### src/rtl/seg_scroll_n.sv
// seg_scroll_n: ASCII-fed N-digit scrolling display engine with loop mode.
// Define SEG_SCROLL_HEX_EN to map A-F/a-f to hex codes and '-' to a dash.
module seg_scroll_n #(
  parameter int DIGITS   = 3,
  parameter int DEPTH    = 16,
  parameter int DIV_BASE = 12_500_000
) (
  input  logic                      clk,
  input  logic                      reset,
  input  logic                      i_wr_en,
  input  logic [7:0]                i_data,
  input  logic [1:0]                i_rate,
  input  logic                      i_loop,
  input  logic                      i_clean,
  output logic [4*DIGITS-1:0]       o_digits,
  output logic [DIGITS-1:0]         o_blank,
  output logic [$clog2(DEPTH):0]    o_count,
  output logic                      o_full,
  output logic                      o_empty,
  output logic                      o_overflow,
  output logic                      o_start,
  output logic                      o_step
);

  localparam int AW = $clog2(DEPTH);
  localparam int CW = AW + 1;
  localparam int DW = $clog2(DIV_BASE) + 4;
  localparam int BW = $clog2(DIGITS + 1);
  localparam int NW = 4 * DIGITS;

  typedef enum logic [1:0] {IDLE, RUN, FLUSH} state_t;

  // Entry format is {blank, nibble}; unknown bytes still take a slot.
  function automatic logic [4:0] conv(input logic [7:0] c);
    logic [4:0] r;
    r = 5'h10;
    unique case (1'b1)
      (c >= 8'h30 && c <= 8'h39): r = {1'b0, c[3:0]};
`ifdef SEG_SCROLL_HEX_EN
      (c >= 8'h41 && c <= 8'h46),
      (c >= 8'h61 && c <= 8'h66): r = {1'b0, c[3:0] + 4'd9};
      (c == 8'h2d): r = 5'h0e;
`endif
      default: r = 5'h10;
    endcase
    return r;
  endfunction

  logic [4:0]    mem [DEPTH];
  logic [AW-1:0] wr_ptr;
  logic [AW-1:0] rd_ptr;
  logic [CW-1:0] count;
  logic [DW-1:0] cnt;
  logic [DW-1:0] term;
  logic [BW-1:0] nblank;
  state_t        state;

  logic       tick;
  logic       hold;
  logic       step;
  logic       pop;
  logic       recirc;
  logic       wr_acc;
  logic [4:0] head;
  logic [4:0] wdata;

  assign o_count = count;
  assign o_empty = (count == '0);
  assign o_full  = (count == CW'(DEPTH));

  // A loop pop colliding with a write would need two tail writes,
  // so the step waits with the divider parked at its terminal.
  always_comb begin
    term   = (DW'(DIV_BASE) << i_rate) - DW'(1);
    head   = mem[rd_ptr];
    tick   = (state != IDLE) && (cnt >= term);
    hold   = tick && (state == RUN) && !o_empty && i_loop && i_wr_en;
    step   = tick && !hold && !i_clean;
    pop    = step && (state == RUN) && !o_empty;
    recirc = pop && i_loop;
    wr_acc = i_wr_en && !o_full && !i_clean;
    wdata  = recirc ? head : conv(i_data);
  end

  always_ff @(posedge clk) begin
    if (wr_acc || recirc) mem[wr_ptr] <= wdata;
  end

  always_ff @(posedge clk or negedge reset) begin
    if (!reset) begin
      wr_ptr     <= '0;
      rd_ptr     <= '0;
      count      <= '0;
      cnt        <= '0;
      nblank     <= '0;
      state      <= IDLE;
      o_digits   <= '0;
      o_blank    <= '1;
      o_overflow <= 1'b0;
      o_start    <= 1'b0;
      o_step     <= 1'b0;
    end else if (i_clean) begin
      wr_ptr     <= '0;
      rd_ptr     <= '0;
      count      <= '0;
      cnt        <= '0;
      nblank     <= '0;
      state      <= IDLE;
      o_digits   <= '0;
      o_blank    <= '1;
      o_overflow <= 1'b0;
      o_start    <= 1'b0;
      o_step     <= 1'b0;
    end else begin
      o_start <= 1'b0;
      o_step  <= step;
      if (i_wr_en && o_full) o_overflow <= 1'b1;
      if (wr_acc || recirc) wr_ptr <= wr_ptr + 1'b1;
      if (pop) rd_ptr <= rd_ptr + 1'b1;
      count <= count + CW'(wr_acc) - CW'(pop && !recirc);
      if (step) begin
        o_digits <= (o_digits << 4) | NW'(pop ? head[3:0] : 4'h0);
        o_blank  <= (o_blank << 1) | DIGITS'(pop ? head[4] : 1'b1);
      end
      unique case (state)
        IDLE: begin
          cnt <= '0;
          if (!o_empty) begin
            state   <= RUN;
            o_start <= 1'b1;
          end
        end
        RUN: begin
          cnt <= step ? '0 : (hold ? cnt : cnt + 1'b1);
          if (step && o_empty) begin
            nblank <= BW'(1);
            state  <= (DIGITS == 1) ? IDLE : FLUSH;
          end
        end
        FLUSH: begin
          cnt <= step ? '0 : cnt + 1'b1;
          if (!o_empty || wr_acc) begin
            state <= RUN;
          end else if (step) begin
            if (nblank == BW'(DIGITS - 1)) state <= IDLE;
            else nblank <= nblank + 1'b1;
          end
        end
        default: state <= IDLE;
      endcase
    end
  end

endmodule

### config.mk
export PLATFORM = sky130hd
export DESIGN_NAME = seg_scroll_n
export DESIGN_NICKNAME = d
export VERILOG_FILES = /design/src/rtl/seg_scroll_n.sv
export SDC_FILE = /design/constraint.sdc
export NUM_CORES = 1
export LEC_CHECK = 0
export ABC_AREA = 1
export CAP_MARGIN = 10
export CORE_MARGIN = 2
export CORE_UTILIZATION = 37
export CTS_CLUSTER_DIAMETER = 40
export DETAILED_ROUTE_END_ITERATION = 8
export DONT_BUFFER_PORTS = 1
export GPL_TIMING_DRIVEN = 0
export HOLD_SLACK_MARGIN = 0.1
export PLACE_DENSITY_LB_ADDON = 0.1
export SETUP_SLACK_MARGIN = 0.2
export SYNTH_ARGS = -nofsm -noshare
export SYNTH_HDL_FRONTEND = slang
export SYNTH_SLANG_ARGS = --single-unit
### constraint.sdc
create_clock -name clk -period 7.8 [get_ports clk]
set_input_delay 2.34 -clock clk [delete_from_list [all_inputs] [get_ports clk]]
set_output_delay 2.34 -clock clk [all_outputs]
set_load 0.005 [all_outputs]
## Yosys cells after proc, flatten, opt, wreduce, memory -nomap -nowiden

Memory sizes are Yosys's and may differ from the RTL's.
Cells that the tools add are included.
W data, S select, Z words.

| storage, ports and cells | value |
|---|---|
| flip-flop bits (word level) | 63 |
| latch bits | 0 |
| memory bits (writable) | 80 |
| ROM bits | 0 |
| bits of input ports | 15 |
| output and inout port bits | 25 |
| logic and storage cells | 111 |
| memories | 1 |

| cells by class | value |
|---|---|
| add/subtract/negate cells | 7 |
| $mul | 0 |
| divide/modulo/power cells | 0 |
| order comparisons | 3 |
| eq/ne operators | 12 |
| shifts and indexed selects | 1 |
| multiplexer cells | 39 |
| bitwise logic cells | 2 |
| reduce and logical (&&, ||, !) cells | 35 |

Memories:

| name | words | width | rd ports | clocked after Yosys merged registers in | write ports | line | RTL |
|---|---|---|---|---|---|---|---|
| mem | 16 | 5 | 1 | 0 | 1 | 49 | `logic [4:0] mem [DEPTH];` |

Operator list:

| cell | number |
|---|---|
| $mux W28 | 4 |
| $pmux W28 S3 | 1 |
| $add A28 B1 Y28 const B | 1 |
| $ge A28 B28 Y1 | 1 |
| $shl A24 B2 Y28 const A | 1 |
| $sub A28 B2 Y28 const B | 1 |
| $mux W12 | 2 |
| $mux W2 | 11 |
| $mux W4 | 5 |
| $logic_and A1 B1 Y1 | 16 |
| $mux W5 | 3 |
| $ne A3 B3 Y1 const B | 4 |
| $ne A4 B4 Y1 const B | 3 |
| $or A12 B4 Y12 | 1 |
| $reduce_bool A2 Y1 | 5 |
| $mux W1 | 9 |
| $add A4 B1 Y4 const B | 2 |
| $ge A8 B6 Y1 const B | 1 |
| $le A8 B6 Y1 const B | 1 |
| $mux W3 | 2 |
| $pmux W2 S3 | 1 |
| $add A5 B1 Y5 | 1 |
| $eq A5 B5 Y1 const B | 1 |
| $logic_not A1 Y1 | 5 |
| other kinds (15) | 17 |

## Logic depth before layout (Yosys ltp)

Gate-level depths: netlist of run 1.

| depth | value |
|---|---|
| depth after elaboration | 18 |
| depth in mapped cells | 27 |
| gate-level depth less buffers | 27 |

## Worst setup path before layout of run 1

No wires, ideal clock.

| path | value |
|---|---|
| kind | input to register |
| start point | in i_rate[0] |
| end point | reg count[4] (netlist: o_count[4]) |
| setup time | 140 ps |
| data arrival time | 5,329 ps |
| required time | 7,660 ps |
| path slack | 2,331 ps |
| stages on the path | 25 |
| buffers on the path | 1 |
| path through | buf_2 > nor2_1 > inv_1 > ha_1 > nand2_1 > nor3_1 > nand2_1 > nor2_2 > nand3_1 > nand3_2 > nand4_2 > nor2_4 > inv_1 > nor2_1 > ha_1 > inv_1 > ha_1 > inv_1 > fa_1 > inv_1 > a21oi_1 > nor2_1 > nor2_1 > xor2_1 > nor2_1 |

| on the way | value |
|---|---|
| longest elaborated chain between the ends | 18 |

RTL lines:

| element | line | RTL |
|---|---|---|
| start, declared | 12 | `input logic [1:0] i_rate,` |
| $shl A24 B2 Y28 (*) | 74 | `term = (DW'(DIV_BASE) << i_rate) - DW'(1);` |
| $sub A28 B2 Y28 (*) | 74 |  |
| $ge A28 B28 Y1 (*) | 76 | `tick = (state != IDLE) && (cnt >= term);` |
| $logic_and A1 B1 Y1 (*) | 76 |  |
| $logic_and A1 B1 Y1 (4 in series) | 77 | `hold = tick && (state == RUN) && !o_empty && i_loop && i_wr_en;` |
| $logic_not A1 Y1 | 78 | `step = tick && !hold && !i_clean;` |
| $logic_and A1 B1 Y1 (*) (2 in series) | 78 |  |
| $logic_and A1 B1 Y1 (*) (2 in series) | 79 | `pop = step && (state == RUN) && !o_empty;` |
| $logic_and A1 B1 Y1 | 80 | `recirc = pop && i_loop;` |
| $logic_not A1 Y1 | 120 | `count <= count + CW'(wr_acc) - CW'(pop && !recirc);` |
| $logic_and A1 B1 Y1 (*) | 120 |  |
| $sub A5 B1 Y5 (*) | 120 |  |
| $mux W5 (*) | 102 | `end else if (i_clean) begin` |
| end signal, assigned | 120 |  |
| end, declared | 52 | `logic [CW-1:0] count;` |

Every way passes the cells marked *; elsewhere a longest branch is shown, timed or not.
A chain may end at the register's enable or synchronous reset.

## Worst setup path after layout of run 1

Ends and elaborated chain as after synthesis.

==> impl_metrics.prom, run 1 <==
# TYPE chip_impl_metric gauge
chip_impl_info{name="synthTopCellsByCount",value="sky130_fd_sc_hd__nand2_1 (182), sky130_fd_sc_hd__inv_1 (93), sky130_fd_sc_hd__nor2_1 (92), sky130_fd_sc_hd__edfxtp_1 (80), sky130_fd_sc_hd__dfrtp_1 (60)"} 1
chip_impl_metric{name="antenna_found_initial",unit=""} 0
chip_impl_metric{name="grt_pass1_vias",unit=""} 5790
chip_impl_metric{name="cts-root-to-sink-buffers",unit=""} 2
chip_impl_metric{name="synth_enable_flop_cells",unit=""} 80
chip_impl_metric{name="detailedRoute.firstIterationViolations",unit=""} 375
chip_impl_metric{name="synth_area",unit="µm²"} 7740
chip_impl_metric{name="vias_per_cell",unit=""} 5.08
chip_impl_info{name="cts-root-buf",value="sky130_fd_sc_hd__clkbuf_16"} 1
chip_impl_metric{name="actual_slew_at_the_worst_max_slew_pin",unit="ps"} 856
chip_impl_metric{name="yosys.area_share.xor_xnor",unit=""} 0.0305
chip_impl_metric{name="fin_crit_sh",unit=""} 0.724
chip_impl_metric{name="fin_worst_skew",unit="ps"} 10.8
chip_impl_metric{name="setup_slack",unit="ps"} 2160
chip_impl_metric{name="synth-simple-area-share",unit=""} 0.240
chip_impl_metric{name="cp_data_arrival_time",unit="ps"} 5930
chip_impl_metric{name="synth-compound-area-share",unit=""} 0.0857
chip_impl_info{name="result_of_the_run",value="finished clean"} 1
chip_impl_metric{name="clock_latency",unit="ps"} 430
chip_impl_metric{name="grt_first_pass_wirelength",unit="µm"} 32400
chip_impl_metric{name="power_density",unit="nW/µm²"} 231
chip_impl_info{name="synth_area_leaders",value="sky130_fd_sc_hd__edfxtp_1 (31%), sky130_fd_sc_hd__dfrtp_1 (19%), sky130_fd_sc_hd__nand2_1 (8.8%)"} 1
chip_impl_metric{name="dp.final_hpwl",unit="µm"} 14400
chip_impl_metric{name="antenna_cells_inserted",unit=""} 0
chip_impl_metric{name="grt_util_all_layers",unit=""} 0.192
chip_impl_metric{name="final_nets",unit=""} 934
chip_impl_metric{name="placeableCoreArea",unit="µm²"} 20400
chip_impl_metric{name="cts.hold.buffers_added",unit=""} 0
chip_impl_metric{name="cts_setup_buffers",unit=""} 0
chip_impl_metric{name="post_route_cells_drive_above_1_share",unit=""} 0.0783
chip_impl_metric{name="gp_congestion",unit=""} 0.912
chip_impl_metric{name="row_count",unit=""} 52
chip_impl_metric{name="clkSlewWorstSetupHoldPaths",unit="ps"} 60
chip_impl_metric{name="worst_slew_margin_rel",unit=""} 0.429
chip_impl_info{name="cts_tree",value="built"} 1
chip_impl_metric{name="ys_warn_count",unit=""} 0
chip_impl_metric{name="p_clk_frac",unit=""} 0.431
chip_impl_info{name="hold_path_class",value="reg2reg"} 1
chip_impl_info{name="timing.critical_path.from_type",value="input pin"} 1
chip_impl_metric{name="route.detailed.drc",unit=""} 0
chip_impl_metric{name="grt_max_degree",unit=""} 64
chip_impl_metric{name="dp_worst_setup_slack",unit="ps"} 1670
chip_impl_metric{name="power_frac_comb",unit=""} 0.153
chip_impl_metric{name="ir_worst_vdd",unit="V"} 0.000144
chip_impl_metric{name="seq_area_frac_synth",unit=""} 0.514
chip_impl_metric{name="first_pass_iters",unit=""} 5
chip_impl_info{name="grt_setup_unrepaired",value="no"} 1
chip_impl_metric{name="syn_avg_cell_area",unit="µm²"} 9.02
chip_impl_metric{name="boundaryPins",unit=""} 40
chip_impl_metric{name="cts.sink_count",unit=""} 143
chip_impl_metric{name="route.detailed.wl_per_inst",unit="µm"} 17.1
chip_impl_metric{name="max_cap_viol_count",unit=""} 0
chip_impl_info{name="largest_family_of_logic_cells_by_synthesized_area",value="simple AND/OR/NAND/NOR gates"} 1
chip_impl_metric{name="syn_to_final_growth",unit="%"} 12.8
chip_impl_info{name="worst-setup-path-type",value="in2reg"} 1
chip_impl_metric{name="synth_adder_area_share",unit=""} 0.0608
chip_impl_metric{name="critPathMaxFanout",unit=""} 10
chip_impl_metric{name="timing.fmax",unit="GHz"} 0.177
chip_impl_metric{name="drtAntennaViolNets",unit=""} 0
chip_impl_metric{name="yosysUniqueCellTypes",unit=""} 46
chip_impl_metric{name="static-leakage-power",unit="nW"} 3.60
chip_impl_metric{name="period_needed",unit="ps"} 5640
chip_impl_metric{name="io_buffer_count",unit=""} 0
chip_impl_metric{name="ys_seq_elements",unit=""} 143
chip_impl_metric{name="critical_path_required",unit="ps"} 8080
chip_impl_metric{name="total_switching_power",unit="µW"} 575
chip_impl_info{name="post-synth-top-count-cell",value="sky130_fd_sc_hd__nand2_1"} 1
chip_impl_metric{name="post_cts_resize_count",unit=""} 0
chip_impl_info{name="sort_of_element_at_the_end_of_the_critical_path",value="flop"} 1
chip_impl_metric{name="yosysTopAreaCellShare",unit=""} 0.310
chip_impl_metric{name="synth.mux.area_fraction",unit=""} 0
chip_impl_metric{name="pwr-share-seq",unit=""} 0.416
chip_impl_metric{name="cts_made_buffers",unit=""} 17
chip_impl_metric{name="setup_viol_count_final",unit=""} 0
chip_impl_metric{name="htreeDepth",unit=""} 4
chip_impl_metric{name="tns",unit="ps"} 0
chip_impl_metric{name="timing_max_transition_violations_final",unit=""} 0
chip_impl_metric{name="finalHoldViolations",unit=""} 0
chip_impl_metric{name="starting_utilization_of_the_core_area",unit=""} 0.380
chip_impl_info{name="synth_top_flop_cell",value="sky130_fd_sc_hd__edfxtp_1"} 1
chip_impl_metric{name="area_enclosed_by_the_die_boundary",unit="µm²"} 22100
chip_impl_metric{name="routed-via-count",unit=""} 5908
chip_impl_metric{name="synth_cells",unit=""} 858
chip_impl_metric{name="switching_share",unit=""} 0.285
chip_impl_info{name="yosysTopAreaCell",value="sky130_fd_sc_hd__edfxtp_1"} 1
chip_impl_metric{name="postSynth.asyncResetShare",unit=""} 0.441
chip_impl_metric{name="die-height",unit="µm"} 149
chip_impl_metric{name="totalWireLength",unit="µm"} 19900
chip_impl_metric{name="internal_power_component",unit="mW"} 1.44
chip_impl_metric{name="overflow",unit=""} 0
chip_impl_metric{name="die_width",unit="µm"} 149
==> flip-flops by register name, summed over array words and instances (netlist names), 2 cells and up <==
name      count
o_blank       3
nblank        2
o_count       5
mem          80
wr_ptr        4
state         2
cnt          28
o_digits     12
rd_ptr        4
==> routing by layer <==
metal  vias up  global-route usage  share of wire
li1       2947                   -              -
met1      2799               0.281           0.49
met2       139               0.289           0.45
met3        23              0.0344          0.052
met4         0              0.0638          0.015
met5         -                   0              0
==> layout by cell type (no fill, tap or decap), drive strengths merged, types with 18 or more instances in the layout <==
cell type,instances
nand3,56
o22ai,18
o21ai,63
ha,36
edfxtp,80
nor2,99
dfrtp,60
inv,101
xor2,21
nand2,190
a21oi,20
nand4,33
clkbuf,40
==> worst paths after layout <==
| kind | from | to | slack (ps) | cells past startpoint |
|---|---|---|---|---|
| worst max register to register | cnt[25]$_DFFE_PN0P_ | o_count[4]$_DFF_PN0_ | 3980 | 22 |
| min in group asynchronous | reset | cnt[27]$_DFFE_PN0P_ | 1610 | 0 |
| worst max-delay path | i_rate[0] | o_count[4]$_DFF_PN0_ | 2160 | 24 |
| worst min-delay path | nblank[1]$_DFFE_PN0P_ | nblank[1]$_DFFE_PN0P_ | 480 | 2 |
| max in group asynchronous | reset | o_blank[2]$_DFFE_PN1P_ | 5960 | 0 |
| worst min register to register | nblank[1]$_DFFE_PN0P_ | nblank[1]$_DFFE_PN0P_ | 480 | 2 |
==> cell families after synthesis <==
logic type / after synthesis
buf+inv: 130
simple gates: 402
fa+ha+maj: 37
flops: 143
compound gates: 117
other cells: 2
xor+xnor: 27
==> power groups by stage <==
stage	sequential (mW)	combinational (mW)	clock (mW)
5_1_grt	0.843	0.353	0.918
4_1_cts	0.841	0.313	0.884
3_5_place_dp	0.856	0.311	0
3_3_place_gp	0.856	0.312	0
6_report	0.840	0.309	0.871
2_1_floorplan	0.850	0.230	0
==> through the flow <==
stage          area (µm²)  instances  hold WS [ps]  power [mW]   util
2_1_floorplan        7750        860           446        1.08      -
3_3_place_gp         8090       1130           467        1.17  0.397
5_1_grt              8730       1164           520        2.11  0.429
3_5_place_dp         8120       1133           474        1.17  0.399
6_report             8730       1164           481        2.02  0.429
4_1_cts              8730       1164           489        2.04  0.429
==> final cells by class <==
| cell class | count | area (µm²) |
|---|---|---|
| multi-input combinational | 587 | 3240 |
| sequential | 143 | 3980 |
| clock inverter | 12 | 184 |
| tap | 270 | 338 |
| clock buffer | 19 | 433 |
| fill | 2050 | 11600 |
| inverter | 98 | 368 |
| buffer | 32 | 158 |
| timing repair buffer | 3 | 26.3 |
==> worst max-delay path: stages <==
cell and delay, ps:
sky130_fd_sc_hd__buf_2 180, sky130_fd_sc_hd__nand2_1 160, sky130_fd_sc_hd__ha_1 330, sky130_fd_sc_hd__nand2_1 70, sky130_fd_sc_hd__nor3_1 190, sky130_fd_sc_hd__nand2_1 100, sky130_fd_sc_hd__nor2_2 110, sky130_fd_sc_hd__nand3_1 90
sky130_fd_sc_hd__nand3_2 190, sky130_fd_sc_hd__nand4_2 320, sky130_fd_sc_hd__nor2_4 300, sky130_fd_sc_hd__inv_1 120, sky130_fd_sc_hd__nor2_1 110, sky130_fd_sc_hd__ha_1 230, sky130_fd_sc_hd__inv_1 50, sky130_fd_sc_hd__ha_1 120
sky130_fd_sc_hd__inv_1 60, sky130_fd_sc_hd__fa_1 350, sky130_fd_sc_hd__inv_1 90, sky130_fd_sc_hd__a21oi_1 70, sky130_fd_sc_hd__nor2_1 100, sky130_fd_sc_hd__nor2_1 60, sky130_fd_sc_hd__xor2_1 120, sky130_fd_sc_hd__nor2_1 50
Note: power is estimated with default switching activity, not from simulation.
==> inputs of run 2 (changes only) <==
clock period = 5.9 ns   (was 7.8 ns; I/O delays follow)
==> results of run 2 <==
Same layout as run 1 (identical final DEF). Status: finished clean.
Main changes from that run: setup slack after placement 1670 ps -> 344 ps; setup slack after layout 2160 ps -> 825 ps; register-to-register setup slack 3980 ps -> 2080 ps; total power 2.02 mW -> 2.67 mW; worst IR drop on VDD 0.000144 V -> 0.000191 V
==> inputs of run 3 (changes only) <==
CORE_UTILIZATION = 29   (was 37)
RECOVER_POWER = 25   (was unset)
SETUP_SLACK_MARGIN = unset   (was 0.2)
==> run 3 against run 2 <==
Net effect: sequential share of layout area is 0.34 points lower; power is 1.2% lower; routed wire length is 6.9% higher; utilization is 9.2 points lower; largest power group is now sequential cells; highest routed layer unchanged.
==> impl_metrics.prom, run 3 (synthesis gave the netlist of run 1 again) <==
# TYPE chip_impl_metric gauge
chip_impl_metric{name="switching_share",unit=""} 0.304
chip_impl_metric{name="total_switching_power",unit="µW"} 801
chip_impl_metric{name="fillCellCount",unit=""} 2811
chip_impl_metric{name="overflow",unit=""} 0
chip_impl_metric{name="grt_util_all_layers",unit=""} 0.159
chip_impl_metric{name="cts_setup_buffers",unit=""} 0
chip_impl_info{name="path_cells",value="buf_2 > nand2_1 > ha_1 > nand2_1 > nor3_1 > nand2_1 > nor2_2 > nand3_1 > nand3_2 > nand4_2 > nor2_4 > inv_1 > nor2_1 > ha_1 > inv_1 > ha_1 > inv_1 > fa_1 > inv_1 > a21oi_1 > nor2_1 > nor2_1 > xor2_1 > nor2_1"} 1
chip_impl_metric{name="die-height",unit="µm"} 167
chip_impl_metric{name="tns",unit="ps"} 0
chip_impl_metric{name="route.detailed.drc",unit=""} 0
chip_impl_metric{name="critPathMaxFanout",unit=""} 10
chip_impl_metric{name="grt_first_pass_wirelength",unit="µm"} 34100
chip_impl_metric{name="starting_utilization_of_the_core_area",unit=""} 0.296
chip_impl_metric{name="cts.hold.buffers_added",unit=""} 0
chip_impl_metric{name="area_enclosed_by_the_die_boundary",unit="µm²"} 28000
chip_impl_metric{name="final_nets",unit=""} 934
chip_impl_metric{name="placeableCoreArea",unit="µm²"} 26100
chip_impl_metric{name="worstPathBufferInverterCount",unit=""} 5
chip_impl_metric{name="worst_path_max_stage_delay",unit="ps"} 350
chip_impl_metric{name="cts.sink_count",unit=""} 143
chip_impl_metric{name="boundaryPins",unit=""} 40
chip_impl_metric{name="max_cap_viol_count",unit=""} 0
chip_impl_metric{name="io_buffer_count",unit=""} 0
chip_impl_info{name="worst-setup-path-type",value="in2reg"} 1
chip_impl_metric{name="dp_worst_setup_slack",unit="ps"} 232
chip_impl_metric{name="finalNonFillerCells",unit=""} 1230
chip_impl_metric{name="layout_cell_area_excl_fill",unit="µm²"} 8800
chip_impl_metric{name="route.detailed.wl_per_inst",unit="µm"} 17.3
chip_impl_info{name="cts-root-buf",value="sky130_fd_sc_hd__clkbuf_16"} 1
chip_impl_metric{name="worst-r2r-cell-count",unit=""} 22
chip_impl_metric{name="fin_crit_sh",unit=""} 0.874
chip_impl_info{name="grt_setup_unrepaired",value="no"} 1
chip_impl_metric{name="dp.final_hpwl",unit="µm"} 15600
chip_impl_metric{name="grt_pass1_vias",unit=""} 6009
chip_impl_metric{name="numPlacedInstances",unit=""} 1197
chip_impl_metric{name="fin_worst_skew",unit="ps"} 11.8
chip_impl_metric{name="ir_worst_vdd",unit="V"} 0.000174
chip_impl_metric{name="static-leakage-power",unit="nW"} 3.60
chip_impl_metric{name="internal_power_component",unit="mW"} 1.84
chip_impl_metric{name="worst_slew_margin_rel",unit=""} 0.428
chip_impl_info{name="most-common-layout-cells",value="sky130_fd_sc_hd__nand2_1 (182), sky130_fd_sc_hd__inv_1 (93), sky130_fd_sc_hd__nor2_1 (92), sky130_fd_sc_hd__edfxtp_1 (80), sky130_fd_sc_hd__dfrtp_1 (60)"} 1
chip_impl_metric{name="pwr-share-seq",unit=""} 0.422
chip_impl_info{name="result_of_the_run",value="finished clean"} 1
chip_impl_metric{name="drtAntennaViolNets",unit=""} 0
chip_impl_info{name="mostFrequentLayoutCell",value="sky130_fd_sc_hd__nand2_1"} 1
chip_impl_metric{name="total_power",unit="mW"} 2.64
chip_impl_metric{name="setup_viol_count_final",unit=""} 0
chip_impl_metric{name="antenna_cells_inserted",unit=""} 0
chip_impl_metric{name="cp_data_arrival_time",unit="ps"} 5450
chip_impl_metric{name="multi_input_area",unit="µm²"} 3250
chip_impl_info{name="max_flop_register",value="mem"} 1
chip_impl_info{name="worst_path_slowest_cell",value="sky130_fd_sc_hd__fa_1"} 1
chip_impl_metric{name="detailedRoute.firstIterationViolations",unit=""} 315
chip_impl_metric{name="clock_latency",unit="ps"} 420
chip_impl_metric{name="setup_slack",unit="ps"} 744
chip_impl_metric{name="clkSlewWorstSetupHoldPaths",unit="ps"} 70
chip_impl_info{name="reg2reg_to",value="o_count[4]$_DFF_PN0_"} 1
chip_impl_info{name="whs_endpoint",value="nblank[1]$_DFFE_PN0P_"} 1
chip_impl_info{name="cp_top_family",value="simple AND/OR/NAND/NOR gates"} 1
chip_impl_metric{name="vias_per_cell",unit=""} 4.76
chip_impl_metric{name="die_width",unit="µm"} 167
chip_impl_metric{name="finalHoldViolations",unit=""} 0
chip_impl_metric{name="ff_latch_area",unit="µm²"} 3980
chip_impl_metric{name="fin_hold_ws",unit="ps"} 481
chip_impl_info{name="worst_hold_startpoint",value="nblank[1]$_DFFE_PN0P_"} 1
chip_impl_info{name="top_regs",value="mem: 80 flops, cnt: 28 flops, o_digits: 12 flops"} 1
chip_impl_metric{name="rrSetupSlack",unit="ps"} 2020
chip_impl_metric{name="totalWireLength",unit="µm"} 21200
chip_impl_info{name="sort_of_element_at_the_end_of_the_critical_path",value="flop"} 1
chip_impl_metric{name="grt_max_degree",unit=""} 64
chip_impl_metric{name="timing_max_transition_violations_final",unit=""} 0
chip_impl_metric{name="worst_hold_path_cells",unit=""} 2
chip_impl_info{name="cts_tree",value="built"} 1
chip_impl_metric{name="largest_register_ff_count",unit=""} 80
chip_impl_metric{name="placed_cell_area",unit="µm²"} 8190
chip_impl_metric{name="actual_slew_at_the_worst_max_slew_pin",unit="ps"} 855
chip_impl_metric{name="cts_made_buffers",unit=""} 17
chip_impl_metric{name="period_needed",unit="ps"} 5160
chip_impl_metric{name="post_route_cells_drive_above_1_share",unit=""} 0.0804
chip_impl_metric{name="cts-root-to-sink-buffers",unit=""} 2
chip_impl_info{name="hold_path_class",value="reg2reg"} 1
chip_impl_metric{name="first_pass_iters",unit=""} 4
chip_impl_metric{name="antenna_found_initial",unit=""} 0
chip_impl_metric{name="row_count",unit=""} 59
chip_impl_metric{name="final_core_util",unit=""} 0.337
chip_impl_info{name="regToRegStartpoint",value="cnt[25]$_DFFE_PN0P_"} 1
chip_impl_metric{name="syn_to_final_growth",unit="%"} 13.7
chip_impl_info{name="timing.critical_path.from_type",value="input pin"} 1
chip_impl_metric{name="htreeDepth",unit=""} 4
chip_impl_metric{name="timing.fmax",unit="GHz"} 0.194
chip_impl_metric{name="power_frac_comb",unit=""} 0.159
chip_impl_metric{name="post_cts_resize_count",unit=""} 0
chip_impl_metric{name="gp_congestion",unit=""} 0.817
chip_impl_metric{name="power_density",unit="nW/µm²"} 300
chip_impl_metric{name="critical_path_required",unit="ps"} 6190
chip_impl_metric{name="routed-via-count",unit=""} 5853
chip_impl_metric{name="p_clk_frac",unit=""} 0.419
## run 3: power groups by stage
stage | logic, mW | clock network [mW] | registers, mW
final | 0.420 | 1.11 | 1.11
after global routing | 0.475 | 1.17 | 1.12
after CTS | 0.426 | 1.13 | 1.11
after detailed placement | 0.424 | 0 | 1.13
after global placement | 0.426 | 0 | 1.13
after floorplan | 0.304 | 0 | 1.12
## run 3: cell type report
cell class	count	area share
clock buffer	17	0.0484
multi-input combinational	587	0.369
buffer	32	0.0179
inverter	98	0.0418
tap	335	0.0476
timing repair buffer	3	0.00299
clock inverter	15	0.0196
sequential	143	0.453
## run 3: layer usage
metal	vias to the layer above	GRT usage	share of wire
li1	2949	-	-
met1	2811	0.222	0.50
met2	76	0.255	0.46
met3	17	0.0286	0.029
met4	0	0.0427	0.014
met5	-	0	0
## run 3: worst max path at each step
stage	startpoint	cells after the start	slack [ps]	end
6_report	i_rate[0]	24	740	o_count[4]$_DFF_PN0_
5_1_grt	i_rate[0]	24	280	o_count[4]$_DFF_PN0_
4_1_cts	i_rate[0]	24	680	o_count[4]$_DFF_PN0_
3_5_place_dp	i_rate[0]	24	230	o_count[4]$_DFF_PN0_
3_3_place_gp	i_rate[0]	13	-150	mem[3][0]$_DFFE_PP_
2_1_floorplan	i_rate[0]	25	1000	o_count[4]$_DFF_PN0_
## run 3: worst register-to-register path: cells and delay by family (launching register included)
kind                       cells  cell delay [ps]
AOI/OAI and AO/OA              1               70
xor gates and xnor gates       1              120
adders and majority gates      4             1040
buffers and inverters          4              320
DFF                            1              460
and+or+nand+nor               12             1730
